### config.mk
export PLATFORM = sky130hd
export DESIGN_NAME = cmp_flag_unit
export DESIGN_NICKNAME = d
export VERILOG_FILES = /design/src/rtl/cmp_flag_unit.sv
export SDC_FILE = /design/constraint.sdc
export NUM_CORES = 1
export LEC_CHECK = 0
export CORE_UTILIZATION = 50
export CTS_CLUSTER_DIAMETER = 100
export DETAILED_ROUTE_END_ITERATION = 12
export PLACE_DENSITY = 0.83
export SKIP_CTS_REPAIR_TIMING = 1
export SKIP_LAST_GASP = 1
export SLEW_MARGIN = 20
export SYNTH_ARGS = -nofsm -noshare
export SYNTH_HDL_FRONTEND = slang
export SYNTH_SLANG_ARGS = --single-unit
### constraint.sdc
create_clock -name clk -period 3 [get_ports clk]
set_input_delay 0.3 -clock clk [delete_from_list [all_inputs] [get_ports clk]]
set_output_delay 0.3 -clock clk [all_outputs]
set_load 0.02 [all_outputs]
### src/rtl/cmp_flag_unit.sv
//==============================================================================
// Module      : cmp_flag_unit
// Description : Multi-cycle magnitude/equality comparator stage. Operands are
//               accepted on a valid/ready handshake. They are scanned one
//               CHUNK-bit slice per clock, starting at the MSB. Registered
//               eq/lt/gt flags are then presented on a second valid/ready
//               handshake. Unsigned or two's-complement mode is chosen per
//               operation.
// Options     : CMP_EARLY_EXIT_EN - when defined, the scan stops on the first
//               mismatching slice, so latency depends on the data. When it is
//               undefined, all N slices are always scanned. The flag values
//               are the same in both builds.
// Revision    : 1.0 - initial release
//==============================================================================
`default_nettype none

module cmp_flag_unit #(
    parameter int BUS_SIZE = 16,
    parameter int CHUNK    = 4
) (
    input  logic                clk,
    input  logic                rst,
    input  logic                in_valid,
    output logic                in_ready,
    input  logic [BUS_SIZE-1:0] a,
    input  logic [BUS_SIZE-1:0] b,
    input  logic                signed_cmp,
    output logic                out_valid,
    input  logic                out_ready,
    output logic                eq,
    output logic                lt,
    output logic                gt,
    output logic                busy
);

    // Number of slices and the width of the index that walks them.
    localparam int N     = BUS_SIZE / CHUNK;
    localparam int IDX_W = (N > 1) ? $clog2(N) : 1;

    localparam logic [IDX_W-1:0] c_IDX_TOP  = IDX_W'(N - 1);
    localparam logic [IDX_W-1:0] c_IDX_ONE  = IDX_W'(1);
    localparam logic [IDX_W-1:0] c_IDX_ZERO = '0;

    // Flipping the slice MSB maps two's-complement order onto unsigned order.
    localparam logic [CHUNK-1:0] c_MSB_MASK = CHUNK'(1) << (CHUNK - 1);

`ifdef CMP_EARLY_EXIT_EN
    localparam logic c_EARLY_EXIT = 1'b1;
`else
    localparam logic c_EARLY_EXIT = 1'b0;
`endif

    typedef enum logic [1:0] {
        S_IDLE = 2'd0,
        S_SCAN = 2'd1,
        S_DONE = 2'd2
    } state_t;

    state_t                r_state;

    // Operands and mode, captured at acceptance.
    logic [BUS_SIZE-1:0]   r_a;
    logic [BUS_SIZE-1:0]   r_b;
    logic                  r_signed;

    // Scan position and the record of the first (most significant) mismatch.
    logic [IDX_W-1:0]      r_idx;
    logic                  r_mis;
    logic                  r_mis_lt;

    // Split the captured operands into slices. Slice 0 holds the LSBs.
    logic [CHUNK-1:0]      w_a_chunk [N];
    logic [CHUNK-1:0]      w_b_chunk [N];

    generate
        for (genvar g = 0; g < N; g++) begin : g_slice
            assign w_a_chunk[g] = r_a[g*CHUNK +: CHUNK];
            assign w_b_chunk[g] = r_b[g*CHUNK +: CHUNK];
        end
    endgenerate

    logic [CHUNK-1:0]      w_sel_a;
    logic [CHUNK-1:0]      w_sel_b;
    logic                  w_flip;
    logic                  w_chunk_ne;
    logic                  w_chunk_lt;
    logic                  w_any_mis;
    logic                  w_dec_lt;
    logic                  w_scan_exit;

    // Compare the current slice and decide whether the scan ends this cycle.
    always_comb begin
        w_flip      = r_signed && (r_idx == c_IDX_TOP);
        w_sel_a     = w_a_chunk[r_idx] ^ (w_flip ? c_MSB_MASK : '0);
        w_sel_b     = w_b_chunk[r_idx] ^ (w_flip ? c_MSB_MASK : '0);
        w_chunk_ne  = (w_sel_a != w_sel_b);
        w_chunk_lt  = (w_sel_a <  w_sel_b);
        // An earlier recorded mismatch always outranks the current slice.
        w_any_mis   = r_mis || w_chunk_ne;
        w_dec_lt    = r_mis ? r_mis_lt : w_chunk_lt;
        w_scan_exit = (r_idx == c_IDX_ZERO) || (c_EARLY_EXIT && w_chunk_ne);
    end

    // Control FSM with registered handshake, status and flag outputs.
    always_ff @(posedge clk) begin
        if (rst) begin
            r_state   <= S_IDLE;
            r_a       <= '0;
            r_b       <= '0;
            r_signed  <= 1'b0;
            r_idx     <= c_IDX_TOP;
            r_mis     <= 1'b0;
            r_mis_lt  <= 1'b0;
            in_ready  <= 1'b1;
            out_valid <= 1'b0;
            busy      <= 1'b0;
            eq        <= 1'b0;
            lt        <= 1'b0;
            gt        <= 1'b0;
        end else begin
            case (r_state)
                S_IDLE: begin
                    if (in_valid && in_ready) begin
                        r_a      <= a;
                        r_b      <= b;
                        r_signed <= signed_cmp;
                        r_idx    <= c_IDX_TOP;
                        r_mis    <= 1'b0;
                        r_mis_lt <= 1'b0;
                        in_ready <= 1'b0;
                        busy     <= 1'b1;
                        r_state  <= S_SCAN;
                    end
                end

                S_SCAN: begin
                    // Latch the first mismatch only; later slices never override it.
                    if (!r_mis && w_chunk_ne) begin
                        r_mis    <= 1'b1;
                        r_mis_lt <= w_chunk_lt;
                    end
                    if (w_scan_exit) begin
                        eq        <= !w_any_mis;
                        lt        <=  w_any_mis &&  w_dec_lt;
                        gt        <=  w_any_mis && !w_dec_lt;
                        out_valid <= 1'b1;
                        r_state   <= S_DONE;
                    end else begin
                        r_idx <= r_idx - c_IDX_ONE;
                    end
                end

                S_DONE: begin
                    // The flags keep their values into IDLE until the next result.
                    if (out_ready) begin
                        out_valid <= 1'b0;
                        in_ready  <= 1'b1;
                        busy      <= 1'b0;
                        r_state   <= S_IDLE;
                    end
                end

                default: begin
                    r_state   <= S_IDLE;
                    in_ready  <= 1'b1;
                    out_valid <= 1'b0;
                    busy      <= 1'b0;
                end
            endcase
        end
    end

endmodule

`default_nettype wire

* Yosys cells after proc, flatten, opt, wreduce, memory -nomap -nowiden
Index checks and enable logic that the tools add are counted.
** Word-level totals
- Input bits :: 37
- Bits in read-only memories :: 0
- Output and inout bits :: 6
- Logic and storage cells :: 76
- Latch bits :: 0
- Memory bits (writable) :: 0
- Bits in registers :: 45
- Memories kept :: 0
** Cells by class
- Multiplexer cells :: 27
- Eq/ne operators :: 9
- Bitwise logic cells :: 5
- $mul :: 0
- Reduce and logical (&&, ||, !) cells :: 19
- Add/sub/neg operators :: 1
- Magnitude comparators :: 2
- Shifts and indexed selects :: 0
- Div/mod/pow operators :: 0
** Operators with widths (count)
- 4-bit two-way mux :: 5
- 4-bit binary-select mux with 2-bit select :: 2
- 3-bit AND reduction :: 5
- 2-bit two-way mux :: 5
- 2-bit inequality test, second input constant :: 5
- 1-bit case mux with 3 select lines :: 3
- 1-bit two-way mux :: 8
- 4-bit XOR :: 2
- 2-bit case mux with 3 select lines :: 1
- 1-bit logical AND :: 5
- 2-bit equality test, second input constant :: 2
- 2-bit logical NOT :: 2
- 4-bit < comparator :: 1
- 4-bit inequality test :: 1
- 1-bit case mux with 2 select lines :: 2
- 2-bit case mux with 2 select lines :: 1
- 2-bit AND reduction :: 2
- 3-bit >= comparator, second input constant :: 1
- 1-bit logical NOT :: 3
- 2-bit NOT with 3-bit output :: 1
- 2-bit by 1-bit equality test with 1-bit output, second input constant :: 1
- 1-bit NOT :: 2
- 2-bit nonzero test :: 1
- 2-bit by 1-bit subtractor with 2-bit output, second input constant :: 1
- 1-bit logical OR :: 1

* Logic depth before layout (Yosys ltp)
- Depth in word-level cells :: 9
- Gate-level depth with buffers :: 8
- Mapped depth without buffers :: 8

* Worst setup path before layout
OpenSTA, ideal clock, no wires.
- Path kind :: flip-flop to flip-flop
- Start point :: register r_idx[1]
- End point :: register gt
- Setup slack :: 765 ps
- Path buffers :: 1
- Stages on the path, launching flop included :: 9
- Arrival time :: 2118 ps
- Setup time :: 117 ps
- Path through :: dfxtp_1 buf_2 mux4_2 xor2_1 ha_1 o21ai_0 a21oi_1 or3_1 a32o_1
** Between the ends
- Longest elaborated chain between the ends :: 9
- Elaborated cells on any way between the ends :: 20
- Classes of those cells :: order compare (1); eq/ne (2); mux (8); bitwise (3); reduce/logical (6)
** RTL lines
- start: declaration :: RTL line 67 : logic [IDX_W-1:0] r_idx;
- start signal: assignment :: RTL line 111 : r_idx <= c_IDX_TOP;
- start signal: assignment :: RTL line 127 : r_idx <= c_IDX_TOP;
- start signal: assignment :: RTL line 149 : r_idx <= r_idx - c_IDX_ONE;
- 2-bit NOT with 3-bit output (implied by the code) :: RTL line 94, 95
- 4-bit binary-select mux with 2-bit select, on equally long branches :: RTL line 94, 95
- 4-bit two-way mux, on equally long branches (2 in a row) :: RTL line 94, 95
- 4-bit XOR, on equally long branches :: RTL line 94, 95
- 4-bit < comparator :: RTL line 97 : w_chunk_lt = (w_sel_a < w_sel_b);
- 1-bit two-way mux :: RTL line 100 : w_dec_lt = r_mis ? r_mis_lt : w_chunk_lt;
- 1-bit logical NOT :: RTL line 145 : gt <= w_any_mis && !w_dec_lt;
- 1-bit logical AND :: RTL line 145
- end signal: assignment :: RTL line 145
- end: declaration :: RTL line 32 : output logic gt,
Several ways; a longest one is shown, not always the timed one. The select of a mux whose other input is x is not followed.
A chain may end at the register's enable or synchronous reset.

* Worst setup path after layout
- Start point :: register r_idx[0]
- End point :: register lt
** Between the ends
- Longest elaborated chain between the ends :: 8
- Elaborated cells on any way between the ends :: 19
- Classes of those cells :: order compare (1); eq/ne (2); mux (8); bitwise (3); reduce/logical (5)
** RTL lines
- 2-bit NOT with 3-bit output (implied by the code) :: RTL line 94, 95
- 4-bit binary-select mux with 2-bit select, on equally long branches :: RTL line 94, 95
- 4-bit two-way mux, on equally long branches (2 in a row) :: RTL line 94, 95
- 4-bit XOR, on equally long branches :: RTL line 94, 95
- 4-bit < comparator or 4-bit inequality test (tied branches) :: RTL line 97, 96
- 1-bit two-way mux or 1-bit logical OR (tied branches) :: RTL line 100, 99
- 1-bit logical AND :: RTL line 144 : lt <= w_any_mis && w_dec_lt;
- end signal: assignment :: RTL line 144
- end: declaration :: RTL line 31 : output logic lt,
Several ways; a longest one is shown, not always the timed one. The select of a mux whose other input is x is not followed.

==> metrics.cfg <==
[drt]
drtIter0Drc = 96
drt_wl_total_mm = 4.12
dr.pass1.iters = 4
drc = 0
wire_per_inst_um = 12.9
vias = 1683
postRouteAntennaNets = 0
via_per_inst = 5.28

[logic_synthesis]
yosys.area.top_type = dfxtp_1
synth_cells = 234
synth.distinct_cells = 32
syn-cell-area_mm2 = 0.00202
ys_seq_elements = 45
avgSynthCellArea_um2 = 8.62
synth_fp_nets = 277
ys_warn_count = 0
yosysTopAreaCellShare_pct = 44.7
synth_area_leaders = dfxtp_1, nand2_1, a21oi_1
synth-seq-area-share_pct = 44.7

[sta]
fin_setup_tns_ns = 0
skew_ns = 0.00713
finalSetupViolations = 0
fin_crit_ns = 2.52
slew_viol_final = 0
grt_setup_unrepaired = false
setup_ws_ns = 0.479
relSlewSlack_pct = 56.0
hold_viol_final = 0
tightest_slew_ns = 0.660
fin_crit_sh_pct = 84.0
fmax_mhz = 397

[global_route]
track_usage_pct = 22.1
grt_antenna_before_repair = 0
overflow = 0
grt_pass1_wl_mm = 7.12
grt_pass1_vias = 1647
grt_max_degree = 36

[hold_path]
hold_depth = 2
hold_start = r_b[2]
holdPathEnd = r_b[2]
holdCritPathClass = reg -> reg

[clock_tree]
clockBufferDepth = 2
cts.sinks = 45
clockRootBuffer = clkbuf_8
ctsHtreeMaxLevel = 2
cts_tree = built
path_clk_slew_ns = 0.08
cts_made_buffers = 5
insertion_delay_ns = 0.30

[setup_path]
r2r-start = r_idx[0]
cp.required_ns = 3.20
cp.arrival_ns = 2.72
reg2reg_depth = 7
crit_path_end_kind = flop
path_class = reg -> reg
path_max_fanout = 12
r2r-end = lt
rrSetupSlack_ns = 0.48
start_kind = flop

[power]
power_density_mw_per_mm2 = 534
peakVddDrop_v = 0.000317
power_leakage_nw = 0.986

[floorplanning]
ios = 43
fp.dieH_um = 65.5
fp.coreArea_mm2 = 0.00377
die_area_mm2 = 0.00429
die_w_um = 65.5
start_util_pct = 53.5
rows = 22

[layout]
final_cells = 319
n_antenna_cell = 0
layout-drive-gt1-share_pct = 8.86
final_nets = 313
areaGrowthSynthToFinish_pct = 26.6

[placement]
place_ws_ns = 0.480
portBuffers = 42
gp_congestion = 0.755
place_inst = 311
hpwl_mm = 2.91

[status]
outcome = complete, no violations

[job]
max_cap_viol_count = 0

-- power by group --
group	total (mW)	internal, mW	switching [mW]
Clock	0.471	0.271	0.200
Combinational	0.225	0.116	0.109
Sequential	0.667	0.634	0.0326
-- registers in the layout, indices dropped and copies added, names as in the netlist, 2 cells and up --
name / cells
r_idx: 2
r_a: 16
r_b: 16
r_state: 2
-- area by class of cell --
type,count,area [um^2]
Clock buffer,6,82.6
Clock inverter,2,37.5
Fill cell,309,1220
Inverter,7,26.3
Multi-Input combinational cell,167,1010
Sequential cell,45,901
Tap cell,48,60.1
Timing Repair Buffer,44,435
-- worst max-delay path, stage by stage, from the launching register on --
cell     delay [ns]
dfxtp_1        0.66
mux4_2         0.59
xnor2_1        0.14
ha_1           0.30
o21ai_0        0.08
a21oi_1        0.08
or3_1          0.34
o41ai_1        0.24
-- how the worst max path moves through the flow --
stage	from	to	slack (ns)	cells after the start
2_1_floorplan	r_idx[1]	gt	0.76	8
3_3_place_gp	r_idx[0]	lt	0.58	7
3_5_place_dp	r_idx[0]	lt	0.48	7
4_1_cts	r_idx[0]	lt	0.48	7
5_1_grt	r_idx[0]	r_mis_lt	0.29	7
6_report	r_idx[0]	lt	0.48	7
-- kinds of logic after synthesis --
family / share of synthesized area, %
mux: 8.93
simple gates: 23.9
flops: 44.7
compound gates: 12.7
buf+inv: 5.21
fa+ha+maj: 3.72
xor+xnor: 0.869
-- synth_stat cells (all sizes together) --
cell	n
nor3	3
o22ai	1
a32o	1
dfxtp	45
xnor2	1
nor3b	1
xor2	1
nor2b	1
mux4	8
nor2	7
nand4	1
ha	6
nand3	2
nand3b	2
or3	2
and4bb	2
o41ai	1
o21ai	4
buf	11
and2	1
inv	7
a31oi	1
nand2	74
clkbuf	4
nor4b	1
nand2b	5
a21oi	41
-- layout by cell type, fill, tap and decap left out --
| cell type | n |
|---|---|
| nand2_1 | 74 |
| dfxtp_1 | 45 |
| clkdlybuf4s50_1 | 42 |
| a21oi_1 | 41 |
| mux4_2 | 8 |
| inv_1 | 7 |
| nor2_1 | 7 |
| ha_1 | 6 |
| clkbuf_8 | 6 |
| nand2b_1 | 5 |
| o21ai_0 | 4 |
| and4bb_2 | 2 |
| or3_1 | 2 |
| nor3_1 | 2 |
| buf_4 | 2 |
| xnor2_1 | 1 |
| xor2_1 | 1 |
| o22ai_1 | 1 |
| nand3b_4 | 1 |
| nor3_4 | 1 |
| nand3_2 | 1 |
| nand3b_1 | 1 |
| nand4_1 | 1 |
| nor3b_2 | 1 |
| nand3_1 | 1 |
| and2_1 | 1 |
| nor2b_1 | 1 |
| a31oi_1 | 1 |
| o41ai_1 | 1 |
| nor4b_1 | 1 |
| a32o_1 | 1 |
| clkinvlp_4 | 1 |
| bufinv_16 | 1 |
-- per-layer routing --
layer / vias up / wire length (um) / global-route usage, %
met3: 9 / 135 / 5.03
met2: 33 / 1990 / 37.9
met5: - / 0 / 0
met4: 0 / 89 / 10.1
met1: 780 / 1900 / 26.1
li1: 861 / - / -
-- per-stage QoR --
step / area [um^2] / hold WS, ns / total power, mW / utilization, %
final: 2550 / 0.461 / 1.36 / 67.7
after global routing: 2550 / 0.480 / 1.43 / 67.7
after CTS: 2550 / 0.459 / 1.37 / 67.7
after detailed placement: 2430 / 0.448 / 0.903 / 64.5
after global placement: 2430 / 0.441 / 0.895 / 64.5
after floorplan: 2020 / 0.433 / 0.819 / -
(Power assumes the default switching activity.)
